<file path="src/rtl/voltage_descaler.sv">
// ============================================================================
// voltage_descaler
// ----------------------------------------------------------------------------
// Converts a requested voltage in millivolts into the equivalent 12-bit ADC
// code: out_code = floor(in_mv * NUM / DEN), saturating at 4095. This is the
// inverse of the code-to-millivolt scaler used elsewhere in the lab designs.
//
// The conversion is multi-cycle: one cycle to form the 32-bit product, then a
// restoring divider producing one quotient bit per cycle (MSB first), then a
// final cycle that clamps the quotient and registers the result. A request
// accepted at edge N produces out_valid after edge N+34.
//
// Optional feature (compile-time macro):
//   VOLTAGE_DESCALER_ROUND_EN  - when defined, DEN/2 is added to the product
//                                before division (round-half-up). When not
//                                defined the result truncates toward zero.
//                                Latency is identical in both builds.
//
// Parameters:
//   NUM        numerator scale constant applied to the millivolt input
//   DEN        divisor; LSB weight of one ADC code in micro-millivolts
//
// Ports:
//   clk        rising-edge clock for all state
//   rst        synchronous, active-high reset (aborts any conversion)
//   in_mv      requested voltage in millivolts (unsigned, 12 bits)
//   in_valid   in_mv is valid this cycle
//   in_ready   block accepts a request this cycle (IDLE only)
//   out_code   12-bit ADC code result
//   out_sat    result was clamped to 4095
//   out_valid  out_code/out_sat valid (DONE only)
//   out_ready  consumer accepts the result this cycle
// ============================================================================
module voltage_descaler #(
    parameter int unsigned NUM = 1_000_000,
    parameter int unsigned DEN = 805_664
) (
    input  logic        clk,
    input  logic        rst,
    input  logic [11:0] in_mv,
    input  logic        in_valid,
    output logic        in_ready,
    output logic [11:0] out_code,
    output logic        out_sat,
    output logic        out_valid,
    input  logic        out_ready
);

    typedef enum logic [1:0] {
        IDLE = 2'd0,
        MUL  = 2'd1,
        DIV  = 2'd2,
        DONE = 2'd3
    } state_t;

    localparam logic [31:0] NUM_W      = 32'(NUM);
    localparam logic [31:0] DEN_W      = 32'(DEN);
    localparam logic [32:0] DEN_WIDE   = 33'(DEN);
`ifdef VOLTAGE_DESCALER_ROUND_EN
    localparam logic [31:0] ROUND_BIAS = 32'(DEN / 2);
`endif

    // Division runs for 32 bit-steps; the step counter reaching this value
    // marks the extra finalize cycle that clamps and registers the result.
    localparam logic [5:0] DIV_STEPS = 6'd32;

    state_t      state;
    state_t      state_next;

    logic [11:0] mv_hold;
    logic [31:0] work;
    logic [31:0] rem;
    logic [5:0]  step_count;
    logic [11:0] code_reg;
    logic        sat_reg;

    logic [31:0] product;
    logic [32:0] trial;
    logic        trial_fits;
    logic [31:0] trial_diff;
    logic        quotient_over;

    // Product of the held millivolt value and the scale constant. The widest
    // case (4095 * 1_000_000, plus DEN/2 when rounding) still fits in 32 bits.
    always_comb begin
`ifdef VOLTAGE_DESCALER_ROUND_EN
        product = (32'(mv_hold) * NUM_W) + ROUND_BIAS;
`else
        product = 32'(mv_hold) * NUM_W;
`endif
    end

    // One restoring-division step. The partial remainder is shifted left by
    // one and the next dividend bit (MSB of the work register) brought in.
    // The comparison is made at 33 bits because the shifted remainder can
    // exceed 32 bits before the subtraction. When the trial fits, the true
    // difference is below DEN, so its low 32 bits are exact.
    always_comb begin
        trial         = {rem, work[31]};
        trial_fits    = (trial >= DEN_WIDE);
        trial_diff    = trial[31:0] - DEN_W;
        quotient_over = |work[31:12];
    end

    // State register.
    always_ff @(posedge clk) begin
        if (rst) begin
            state <= IDLE;
        end else begin
            state <= state_next;
        end
    end

    // Next-state and handshake outputs. A result handshake always returns to
    // IDLE first, so a new request can only be taken on a later edge.
    always_comb begin
        state_next = state;
        in_ready   = 1'b0;
        out_valid  = 1'b0;
        case (state)
            IDLE: begin
                in_ready = 1'b1;
                if (in_valid) begin
                    state_next = MUL;
                end
            end
            MUL: begin
                state_next = DIV;
            end
            DIV: begin
                if (step_count == DIV_STEPS) begin
                    state_next = DONE;
                end
            end
            DONE: begin
                out_valid = 1'b1;
                if (out_ready) begin
                    state_next = IDLE;
                end
            end
            default: begin
                state_next = IDLE;
            end
        endcase
    end

    // Datapath. The work register first holds the product (the dividend);
    // during division it shifts left, dropping dividend bits off the top and
    // taking quotient bits in at the bottom, so after 32 steps it holds the
    // full quotient. The held input and result registers only change in the
    // states that own them, so inputs arriving while busy are ignored and
    // the result stays stable while the consumer stalls.
    always_ff @(posedge clk) begin
        if (rst) begin
            mv_hold    <= '0;
            work       <= '0;
            rem        <= '0;
            step_count <= '0;
            code_reg   <= '0;
            sat_reg    <= 1'b0;
        end else begin
            case (state)
                IDLE: begin
                    if (in_valid) begin
                        mv_hold <= in_mv;
                    end
                end
                MUL: begin
                    work       <= product;
                    rem        <= '0;
                    step_count <= '0;
                end
                DIV: begin
                    if (step_count != DIV_STEPS) begin
                        rem        <= trial_fits ? trial_diff : trial[31:0];
                        work       <= {work[30:0], trial_fits};
                        step_count <= step_count + 6'd1;
                    end else begin
                        code_reg <= quotient_over ? 12'hFFF : work[11:0];
                        sat_reg  <= quotient_over;
                    end
                end
                default: begin
                end
            endcase
        end
    end

    assign out_code = code_reg;
    assign out_sat  = sat_reg;

endmodule

</file>
<file path="config.mk">
export PLATFORM = sky130hd
export DESIGN_NAME = voltage_descaler
export DESIGN_NICKNAME = d
export VERILOG_FILES = /design/src/rtl/voltage_descaler.sv
export SDC_FILE = /design/constraint.sdc
export NUM_CORES = 1
export LEC_CHECK = 0
export CORE_UTILIZATION = 40
export CTS_CLUSTER_SIZE = 25
export DETAILED_ROUTE_END_ITERATION = 10
export GPL_TIMING_DRIVEN = 0
export SYNTH_ARGS = -nofsm -noshare
export SYNTH_HDL_FRONTEND = slang
export SYNTH_SLANG_ARGS = --single-unit
</file>
<file path="constraint.sdc">
create_clock -name clk -period 6.97 [get_ports clk]
set_input_delay 1.7425 -clock clk [delete_from_list [all_inputs] [get_ports clk]]
set_output_delay 1.7425 -clock clk [all_outputs]
set_load 0.01 [all_outputs]
</file>
Yosys cells after proc, flatten, opt, wreduce, memory -nomap -nowiden
Cells that the tools add are included.
{ "totals": {"ff_bits": 97, "latchBits": 0, "ram_bits": 0, "romBits": 0, "input_bits": 16, "output_inout_bits": 15, "mem_count": 0} }
{ "op_classes": {"n_addsub": 2, "mul": 1, "n_div": 0, "n_lt_le_gt_ge": 1, "n_eq_ne": 9, "shifts": 0, "mux": 14, "bitwise_logic": 1, "reduce_logical": 7} }
{ "op_table": {"columns": ["operator", "n"], "rows": [
  ["one-hot mux 32 bit (2 select lines)", 2],
  ["2-to-1 mux 32 bit", 3],
  ["greater-or-equal comparator 33 x 20 -> 1 bit (second input constant)", 1],
  ["subtractor 32 x 20 -> 32 bit (second input constant)", 1],
  ["multiplier 12 x 14 -> 26 bit (second input constant)", 1],
  ["OR reduction 20 bit", 1],
  ["2-to-1 mux 12 bit", 1],
  ["one-hot mux 6 bit (2 select lines)", 1],
  ["!= test 2 bit (second input constant)", 4],
  ["one-hot mux 2 bit (4 select lines)", 1],
  ["adder 6 x 1 -> 6 bit (second input constant)", 1],
  ["== test 6 bit (second input constant)", 1],
  ["2-to-1 mux 2 bit", 3],
  ["2-to-1 mux 6 bit", 1],
  ["!= test 6 bit (second input constant)", 1],
  ["AND reduction 2 bit", 3],
  ["== test 2 bit (second input constant)", 2],
  ["AND reduction 3 bit", 1],
  ["== test 2 x 1 -> 1 bit (second input constant)", 1],
  ["logical NOT 2 bit", 1],
  ["2-to-1 mux 1 bit", 2],
  ["nonzero test 2 bit", 1],
  ["inverter 1 bit", 1]
]} }

Depth between registers and ports, before layout
Gate-level depths: netlist of the first run.
{ "depth": {"word_depth": 4, "mapped_depth": 18} }

Least setup slack after synthesis of the first run
OpenSTA, ideal clock, no wires.
{ "synth_path": {"path_type": "reg-to-reg", "from": "register mv_hold[6]", "to": "register work[30]", "arrival_time_ns": 4.462, "required_ns": 6.858, "setup_slack_ns": 2.396, "stages_incl_launch_ff": 17, "path_buffers": 1, "cell_sequence": "dfxtp_1 inv_1 fa_1 inv_1 ha_1 fa_1 fa_1 ha_1 ha_1 clkbuf_1 a21o_1 a211oi_1 a21oi_1 o21a_1 a311oi_1 xor2_1 a2111oi_1"} }
{ "synth_between": {"elab_chain_cells": 2} }
{ "synth_rtl": {"columns": ["item", "line_no", "source"], "rows": [
  ["from (decl)", "70", "logic [11:0] mv_hold;"],
  ["from (signal assigned)", "165", "mv_hold <= in_mv;"],
  ["multiplier 12 x 14 -> 26 bit", "89", "product = 32'(mv_hold) * NUM_W;"],
  ["one-hot mux 32 bit (2 select lines)", "162", "case (state)"],
  ["to (signal assigned)", "169", "work <= product;"],
  ["to (signal assigned)", "176", "work <= {work[30:0], trial_fits};"],
  ["to (decl)", "71", "logic [31:0] work;"]
]} }
No other way between the ends.
A chain may end at the register's enable or synchronous reset.

Worst setup path in the final report of the first run
{ "layout_path": {"from": "register mv_hold[7]", "to": "register work[30]"} }
Same word-level chain as after synthesis.

==> metrics.md, run 1 <==
| Metric | Value |
|---|---|
| Status | `finished clean` |
| Kind of critical path | `flop to flop` |
| R2R cell count | `18` |
| Max stage delay cell, worst path | `dfxtp_1` |
| Hold Buf Count CTS | `0` |
| Max-slew violation count | `0` |
| Buf/Inv on CP | `5` |
| First-pass detailed-route iteration total | `4` |
| Worst VDD drop | `252 uV` |
| Clock Sinks | `97` |
| DRT antenna net count | `0` |
| Final setup vio count | `0` |
| # rows | `48` |
| Layout Nets | `about 1,000` |
| Post-Syn Area | `7030 sq um` |
| Die ar. | `18,100 sq um` |
| IO buf count | `29` |
| Final HPWL from detailed placement | `11,800 um` |
| Pre-CTS setup slack | `1.90 ns` |
| Post-CTS setup buffers | `0` |
| Layout area overhead | `12.1%` |
| Cts bufs inserted | `9` |
| Clock tree buffer depth | `2` |
| First-pass GRT wire length | `25,900 um` |
| Number of synthesized flops with an enable pin | `0` |
| Routed via count | `5,556` |
| Crit end category | `flop` |
| Clock-pin slew on the worst setup and hold paths | `0.07 ns` |
| Vias in the first global route | `5,268` |
| Worst Setup Start Kind | `flop` |
| Hold depth | `2` |
| IO Pins | `31` |
| Chip Width | `135 um` |
| Layout cell share with drive strength beyond 1 | `0.0501` |
| WP data required | `7.22 ns` |
| DRT iter0 DRCs | `approximately 300` |
| Clock Skew | `0.00650 ns` |
| H-Tree Depth | `3` |
| Die height | `135 um` |
| Clk Latency, worst-skew pair | `0.36 ns` |
| Core area | `17,200 sq um` |
| Min cycle time layout | `5.09 ns` |
| Syn. warnings | `0` |
| Max_slew headroom | `0.503` |
| Initial antenna violation count | `0` |
| Cells after Synth | `814` |
| Pwr dens | `about 320 nW/um^2` |
| Chain of cells forming the critical path | `inv_1 -> fa_1 -> inv_1 -> ha_1 -> inv_1 -> fa_1 -> inv_1 -> fa_1 -> ha_1 -> ha_1 -> clkbuf_1 -> a21o_1 -> a211oi_1 -> a21oi_1 -> o21a_1 -> a311oi_1 -> xor2_1 -> a2111oi_1` |
| HP Class | `flop to flop` |
| Mapped Nets | `955` |
| Most used cell, CP | `inv_1` |
| RSZ-0062 raised after global routing | `false` |
| Via-to-Cell Ratio | `5.13` |
| Post-synth top area share | `0.276` |
| Most used DFF post-synth | `dfxtp_1` |
| FF-to-FF setup slack | `~1.9 ns` |
| Fin. Hold Viols | `0` |
| Post-synth ARST share | `0` |
| Avg Inst Size Synth | `8.63 sq um` |
| Setup total negative slack | `0 ns` |
| Max-cap violations | `0` |
| Unique masters post-synth | `65` |
| WL final | `15,200 um` |
| Worst slew pin tran | `0.741 ns` |
| Post-route setup slack | `roughly 1.9 ns` |
| GPL Wtd Cong | `between 0.8 and 0.9` |
| Diode count | `0` |
| # resized after CTS | `0` |
| CP Depth | `18` |
| Leakage Power | `0.00347 uW` |
| Root buffer cell | `clkbuf_16` |
| Most frequent cells in the layout | `103 x nand2_1, 97 x dfxtp_1, 90 x ha_1` |
| Most common cell after layout, fill and taps aside | `nand2_1` |
| DR WL/cell | `14.0 um` |
| Leading post-synthesis cells by cell area | `dfxtp_1 28%, ha_1 16%, fa_1 10%` |
| Yosys top cell by area | `dfxtp_1` |
| GR Util All Layers | `0.179` |
| Final period utilization | `0.730` |
| Initial Util | `0.408` |
| CTS tree | `done` |
| Critical path's largest stage delay | `0.58 ns` |
| Largest net degree at the start of global routing | `17` |
| Max FO, Critical Path | `7` |
| GRT overflow | `0` |
| Fmax | `196 MHz` |
| Seq/Total Area, Yosys | `0.276` |
| Seq cells post-synth | `97` |
| Critical path arrival | `5.34 ns` |
| DRC violations left | `0` |
| Crit path max-delay family | `adder cells` |
-- worst reg2reg max path, cell delays in order (launching register included) --
cell and delay (ns):
dfxtp_1 0.58, inv_1 0.11, fa_1 0.51, inv_1 0.05
ha_1 0.26, inv_1 0.05, fa_1 0.52, inv_1 0.05
fa_1 0.43, ha_1 0.29, ha_1 0.29, clkbuf_1 0.19
a21o_1 0.19, a211oi_1 0.30, a21oi_1 0.11, o21a_1 0.18
a311oi_1 0.32, xor2_1 0.15, a2111oi_1 0.39
-- report_power, final --
group	internal, uW	total (uW)	leakage (uW)	switching, uW
combinational	511	1320	0.00254	814
clock	256	489	0.000142	233
sequential	622	712	0.000785	89.4
total	1390	2530	0.00347	1140
-- per-layer routing --
metal	part of all wire	GRT usage
met1	0.50	0.245
met2	0.46	0.296
met3	0.034	0.0360
met4	0.0062	0.0312
met5	0	0
-- cells by family after synthesis --
kind of cell               Yosys count  synth area share
DFF                                 97             0.276
AOI/OAI and AO/OA                  172             0.157
xor gates and xnor gates            46            0.0573
adders and majority gates          125             0.260
muxes                                9            0.0128
and+or+nand+nor                    252             0.175
buffers and inverters              113            0.0618
-- stage by stage --
stage	hold WS [ns]	utilization	total power (uW)	cells	area, sq um
finish	0.464	0.457	2530	1084	7880
global route	0.477	0.457	2780	1084	7880
CTS	0.458	0.457	2550	1084	7880
detailed placement	0.446	0.441	2050	1068	7600
global placement	0.437	0.441	2040	1068	7600
floorplan	0.427	-	1710	814	7030
-- Yosys cell counts, types with 8 or more instances --
library cell and instances:
nand4_1 10, clkbuf_1 26, fa_1 35, nand2_1 103, dfxtp_1 97, inv_1 78
a21oi_1 62, nand3_1 17, xnor2_1 19, ha_1 90, nor2_1 55, buf_2 8
a22oi_1 15, o21ai_0 11, nor3_1 18, a221oi_1 9, xor2_1 27, mux2i_1 9
o21ai_1 28
-- registers in the layout, indices dropped and copies added (netlist names) --
register	flops
rem	32
work	32
mv_hold	12
out_code	12
step_count	6
state	2
out_sat	1
-- final cells by class --
class,instances,area [sq um]
Inverter,78,293
Clock inverter,5,38.8
Timing Repair Buffer,29,290
Clock buffer,11,243
Fill cell,1717,9360
Tap cell,225,282
Multi-Input combinational cell,604,4650
Buffer,35,141
Sequential cell,97,1940
-- path summary, 6_finish.rpt --
| check | start | end |
|---|---|---|
| worst max-delay path | mv_hold[7] | work[30] |
| worst min-delay path | rem[31] | rem[31] |
| worst max register to register | mv_hold[7] | work[30] |
| worst min register to register | rem[31] | rem[31] |
No activity file was read; power rests on OpenSTA's default activity.
==> inputs of run 2 (changes only) <==
Clock period 6.97 ns to 5.35 ns, I/O delays scaled along.
==> run 2 against run 1 <==
Net effect:
- critical path depth is the same
- combinational power grew 31%
- sequential cell count is the same
- register-to-register slack lost 1.5 ns
- final cell count is the same
- maximum frequency grew 3.0%
- global-route usage is the same
- die area is the same
- core utilization grew 0.051 points
- worst hold slack is the same
- design area grew 0.11%
==> metrics.md, run 2 (synthesis gave the netlist of run 1 again) <==
| Metric | Value |
|---|---|
| Status | `finished clean` |
| Max FO, Critical Path | `7` |
| Layout cell share with drive strength beyond 1 | `0.0547` |
| Worst VDD drop | `329 uV` |
| Layout Nets | `995` |
| Most common cell after layout, fill and taps aside | `nand2_1` |
| FF-to-FF setup slack | `0.40 ns` |
| Fin. Hold Viols | `0` |
| Crit end category | `flop` |
| WL final | `15,200 um` |
| H-Tree Depth | `3` |
| Worst slew pin tran | `between 0.7 and 0.8 ns` |
| Clock-pin slew on the worst setup and hold paths | `0.07 ns` |
| GRT overflow | `0` |
| Core area | `17,200 sq um` |
| Net Switching | `1480 uW` |
| Setup total negative slack | `0 ns` |
| Clk Latency, worst-skew pair | `~0.36 ns` |
| DRC violations left | `0` |
| RSZ-0062 raised after global routing | `false` |
| Worst setup startpoint | `mv_hold[7]` |
| Post-layout util | `0.458` |
| GR Util All Layers | `0.179` |
| Top flop regs | `rem: 32 flops, work: 32 flops` |
| Chip Width | `around 130 um` |
| First-pass GRT wire length | `between 20,000 and 30,000 um` |
| First-pass detailed-route iteration total | `4` |
| Net Sw Frac | `0.450` |
| Max stage delay cell, worst path | `fa_1` |
| Final total power | `~3300 uW` |
| CTS tree | `done` |
| IO Pins | `31` |
| Busiest grt layer | `met2` |
| Logic pwr share | `0.525` |
| WP data required | `5.60 ns` |
| Vias in the first global route | `5,268` |
| Diode count | `0` |
| # rows | `48` |
| Die height | `135 um` |
| Post-CTS setup buffers | `0` |
| Initial Util | `0.408` |
| Most used cell, CP | `inv_1` |
| Critical path arrival | `5.19 ns` |
| Cts bufs inserted | `9` |
| Root buffer cell | `clkbuf_16` |
| Most frequent cells in the layout | `103 x nand2_1, 94 x dfxtp_1, 90 x ha_1` |
| Clock network fraction of total power | `0.193` |
| Share of power burned in registers | `0.282` |
| Met2 global-route usage | `0.296` |
| Max-slew violation count | `0` |
| DR WL/cell | `14.0 um` |
| Pwr dens | `418 nW/um^2` |
| Final setup vio count | `0` |
| Chain of cells forming the critical path | `inv_1 -> fa_1 -> inv_1 -> ha_1 -> inv_1 -> fa_1 -> inv_1 -> fa_1 -> ha_1 -> ha_1 -> clkbuf_1 -> a21o_1 -> a211oi_1 -> a21oi_1 -> o21a_1 -> a311oi_1 -> xor2_1 -> a2111oi_1` |
| Initial antenna violation count | `0` |
| R2R cell count | `18` |
| Critical path's largest stage delay | `approximately 0.52 ns` |
| DRT iter0 DRCs | `~300` |
| Clock Sinks | `97` |
| R2r endpoint | `work[30]` |
| Largest net degree at the start of global routing | `17` |
| Leakage Power | `0.00347 uW` |
| Die ar. | `18,100 sq um` |
| Kind of critical path | `flop to flop` |
| DRT antenna net count | `0` |
| Clock Skew | `0.00676 ns` |
| Final period utilization | `0.924` |
| Met1 global-route usage | `0.245` |
| P_int | `1810 uW` |
| Max-cap violations | `0` |
| Fmax | `about 200 MHz` |
| Critical path capture point | `work[30]` |
| Final HPWL from detailed placement | `11,800 um` |
| GPL Wtd Cong | `0.881` |
| Clock tree buffer depth | `2` |
| Fillers | `~1,700` |
| Via-to-Cell Ratio | `5.13` |
| Layout area overhead | `12.3%` |
| HP Class | `flop to flop` |
| Min cycle time layout | `4.95 ns` |
| Reg2Reg Launch Point | `mv_hold[7]` |
| IO buf count | `29` |
| Worst Setup Start Kind | `flop` |
| Max_slew headroom | `0.502` |
| Final hold slack | `0.464 ns` |
| Routed via count | `5,561` |
| Met3 Track Usage GR | `0.0360` |
## run 2: cell counts in the layout (fill, tap and decap cells not counted)
No cell type changed its count.
## run 2: worst min path at each step
stage	startpoint	end	slack [ns]	depth (start not counted)
after global placement	rem[31]	rem[31]	0.44	2
after detailed placement	rem[31]	rem[31]	0.45	2
after floorplan	rem[31]	rem[31]	0.43	2
final	rem[31]	rem[31]	0.46	2
after CTS	rem[31]	rem[31]	0.46	2
after global routing	rem[31]	rem[31]	0.48	2
## run 2: per-layer routing
metal | part of all wire | up-vias
li1 | - | 2887
met1 | 0.50 | 2595
met2 | 0.46 | 70
met3 | 0.033 | 9
met4 | 0.0062 | 0
met5 | 0 | -
## run 2: timing repair
item	in CTS	in global routing
resized for setup	0	4
setup endpoints to repair	0	5
hold buffers	0	0
## run 2: critical path, delay by kind of cell, from the launching register on
family / cells / cell delay (ns)
fa+ha+maj: 6 / 2.29
compound gates: 6 / 1.49
flops: 1 / 0.46
buf+inv: 5 / 0.43
xor+xnor: 1 / 0.15
## run 2: area by class of cell
type / count / area (sq um) / area share
Multi-Input combinational cell: 604 / 4660 / 0.590
Sequential cell: 97 / 1950 / 0.247
Inverter: 78 / 293 / 0.0371
Timing Repair Buffer: 29 / 290 / 0.0368
Tap cell: 225 / 282 / 0.0357
Clock buffer: 11 / 243 / 0.0308
Buffer: 35 / 141 / 0.0179
Clock inverter: 5 / 38.8 / 0.00492
## run 2: power groups by stage
stage | logic, uW | clock network (uW) | registers (uW)
3_5_place_dp | 1720 | 0 | 946
2_1_floorplan | 1330 | 0 | 902
4_1_cts | 1740 | 650 | 929
6_report | 1730 | 637 | 929
5_1_grt | 2010 | 677 | 944
3_3_place_gp | 1720 | 0 | 945
## run 2: metrics by stage
stage                     instances  instance area (sq um)  worst slack, ns
final                          1084                   7890            0.405
after global routing           1084                   7890            0.105
after CTS                      1084                   7880            0.247
after detailed placement       1068                   7600            0.277
after global placement         1068                   7600            0.291
after floorplan                 814                   7030            0.776
==> inputs of run 3 (changes only) <==
Settings changed: ABC_AREA set to 1, CTS_BUF_LIST set to sky130_fd_sc_hd__clkbuf_16, CTS_CLUSTER_SIZE 25 to 30.
==> run 3 against run 2 <==
Net effect:
- synthesized area rose by 13%
- synthesized cell count is 42% higher
- sequential cell count unchanged
- count of clock-buffer cells in the layout shrank 2
- via count rose by 32%
- design area is 13% higher
- clock skew grew 0.0046 ns
- register-to-register slack gained 0.46 ns
- power up 51%
- combinational power rose by 91%
- critical path type unchanged
- largest cell class unchanged
- highest routed layer unchanged
==> metrics.md, run 3 <==
| Metric | Value |
|---|---|
| Critical path arrival | `4.70 ns` |
| Largest net degree at the start of global routing | `20` |
| Final hold slack | `0.469 ns` |
| Post-synth top cells | `303 x nand2_1, 176 x inv_1, 100 x a21oi_1, 97 x dfxtp_1, 90 x ha_1` |
| Min cycle time layout | `4.48 ns` |
| Max_slew headroom | `0.571` |
| # rows | `51` |
| WL final | `20,300 um` |
| HP Class | `flop to flop` |
| Layout area overhead | `11.9%` |
| Post-synth top area share | `0.244` |
| Post-CTS setup buffers | `0` |
| Pwr dens | `about 560 nW/um^2` |
| First-pass GRT wire length | `34,500 um` |
| Top flop regs | `rem: 32 flops, work: 32 flops` |
| CTS tree | `done` |
| Seq cells post-synth | `97` |
| Hold Buf Count CTS | `0` |
| Clock Sinks | `97` |
| Number of synthesized flops with an enable pin | `0` |
| Via-to-Cell Ratio | `between 5 and 6` |
| DRT antenna net count | `0` |
| Fillers | `2,113` |
| Max-cap violations | `0` |
| Post-Syn Area | `7970 sq um` |
| Worst slew pin tran | `between 0.6 and 0.7 ns` |
| Core area | `between 15,000 and 20,000 sq um` |
| # resized after CTS | `0` |
| Cts bufs inserted | `9` |
| Most used DFF post-synth | `dfxtp_1` |
| GR Util All Layers | `0.214` |
| Root buffer cell | `clkbuf_16` |
| Die height | `143 um` |
| Crit end category | `flop` |
| Final HPWL from detailed placement | `16,100 um` |
| Leading post-synthesis cells by cell area | `dfxtp_1 24%, nand2_1 14%, ha_1 14%` |
| Chip Width | `143 um` |
| Sequential cell area | `a little under 2000 sq um` |
| Worst VDD drop | `337 uV` |
| Routed via count | `7,342` |
| Mapped Nets | `between 1,000 and 1,500` |
| IO Pins | `31` |
| Worst Setup Start Kind | `flop` |
| Yosys top cell by area | `dfxtp_1` |
| GPL Wtd Cong | `0.916` |
| GRT overflow | `0` |
| Leakage Power | `around 0.0043 uW` |
| Most common cell after layout, fill and taps aside | `nand2_1` |
| Clock Skew | `0.0113 ns` |
| Count leader, synth | `nand2_1` |
| Clock-pin slew on the worst setup and hold paths | `about 0.080 ns` |
| Post-synth ARST share | `0` |
| Kind of critical path | `flop to flop` |
| WP data required | `5.57 ns` |
| Initial antenna violation count | `0` |
| Vias in the first global route | `6,885` |
| H-Tree Depth | `3` |
| Clock tree buffer depth | `2` |
| Max-slew violation count | `0` |
| Die ar. | `20,500 sq um` |
| IO buf count | `29` |
| Avg Inst Size Synth | `between 6 and 7 sq um` |
| Syn. warnings | `0` |
| RSZ-0062 raised after global routing | `false` |
| Clk Latency, worst-skew pair | `0.36 ns` |
| Final setup vio count | `0` |
| Cells after Synth | `between 1,000 and 1,500` |
| First-pass detailed-route iteration total | `6` |
| Setup total negative slack | `0 ns` |
| Most frequent cells in the layout | `303 x nand2_1, 176 x inv_1, 100 x a21oi_1` |
| Unique masters post-synth | `between 40 and 50` |
| Max FO, Critical Path | `6` |
| DR WL/cell | `13.9 um` |
| Initial Util | `0.408` |
| DRC violations left | `0` |
| Final period utilization | `0.838` |
| Multi-input gate area | `5150 sq um` |
| Seq/Total Area, Yosys | `0.244` |
| Layout Nets | `~1,300` |
| DRT iter0 DRCs | `about 420` |
| Status | `finished clean` |
| Fin. Hold Viols | `0` |
| Fmax | `223 MHz` |
| Layout cell share with drive strength beyond 1 | `0.0525` |
==> run 3: cell types whose count changed in the layout (fill, tap and decap cells not counted), sizes merged, moves of 12 or more <==
| cell | delta |
|---|---|
| inv | +107 |
| nand4 | +16 |
| a22oi | -15 |
| nor3 | -12 |
| nand2 | +203 |
| xor2 | -20 |
| buf | +12 |
| clkbuf | -14 |
| nor2 | +30 |
| a21oi | +38 |
| xnor2 | -13 |
| nand3 | +61 |
==> run 3: path summary, 6_finish.rpt <==
kind / start / end / slack [ns] / cells past startpoint
worst max-delay path: mv_hold[5] / work[31] / 0.87 / 17
worst min-delay path: rem[5] / rem[5] / 0.47 / 2
worst max register to register: mv_hold[5] / work[31] / 0.87 / 17
worst min register to register: rem[5] / rem[5] / 0.47 / 2
==> run 3: kinds of logic after synthesis <==
| group | after synthesis | share of synthesized area |
|---|---|---|
| AO/OA/AOI/OAI | 174 | 0.117 |
| XOR/XNOR | 13 | 0.0143 |
| adder cells (fa/ha/maj) | 125 | 0.229 |
| buffers and inverters | 220 | 0.110 |
| flip-flops | 97 | 0.244 |
| AND/OR/NAND/NOR | 525 | 0.286 |
==> run 3: per-layer routing <==
metal	global-route usage	up-vias	routed length [um]
li1	-	3809	-
met3	0.0208	19	610
met5	0	-	0
met1	0.321	3394	11000
met4	0.0487	0	259
met2	0.326	120	8420
==> run 3: area by class of cell <==
cell class,count,share of cell area
diodes,1,0.000281
plain buffers,35,0.0205
clock buffers,9,0.0252
clock inverters,7,0.0109
inverters,185,0.0780
multi-input cells,837,0.578
flip-flops and latches,97,0.218
well taps,265,0.0372
repair buffers,29,0.0325
==> run 3: critical path: stages (launching register included) <==
cell	delay (ns)
dfxtp_1	0.54
fa_1	0.51
ha_1	0.32
fa_1	0.47
fa_1	0.55
inv_1	0.05
fa_1	0.53
inv_1	0.04
ha_1	0.35
nand2_1	0.14
nor2_1	0.14
nand3_1	0.10
nand3_1	0.20
nand2_1	0.12
nand3_1	0.09
nand3_1	0.08
nand2_1	0.07
a21oi_1	0.05
==> run 3: report_power, final <==
| group | switching [uW] | internal, uW |
|---|---|---|
| sequential | 133 | 817 |
| clock | 334 | 377 |
| combinational | 2090 | 1220 |
==> run 3: per-stage QoR <==
step / instances / utilization / power, uW / setup slack [ns] / cell area [sq um]
6_report: 1465 / 0.457 / 4970 / 0.865 / 8920
5_1_grt: 1464 / 0.457 / 5630 / 0.485 / 8920
4_1_cts: 1464 / 0.457 / 5030 / 0.824 / 8920
3_5_place_dp: 1448 / 0.440 / 4300 / 0.825 / 8590
3_3_place_gp: 1448 / 0.440 / 4280 / 0.847 / 8590
2_1_floorplan: 1154 / - / 3510 / 1.31 / 7970
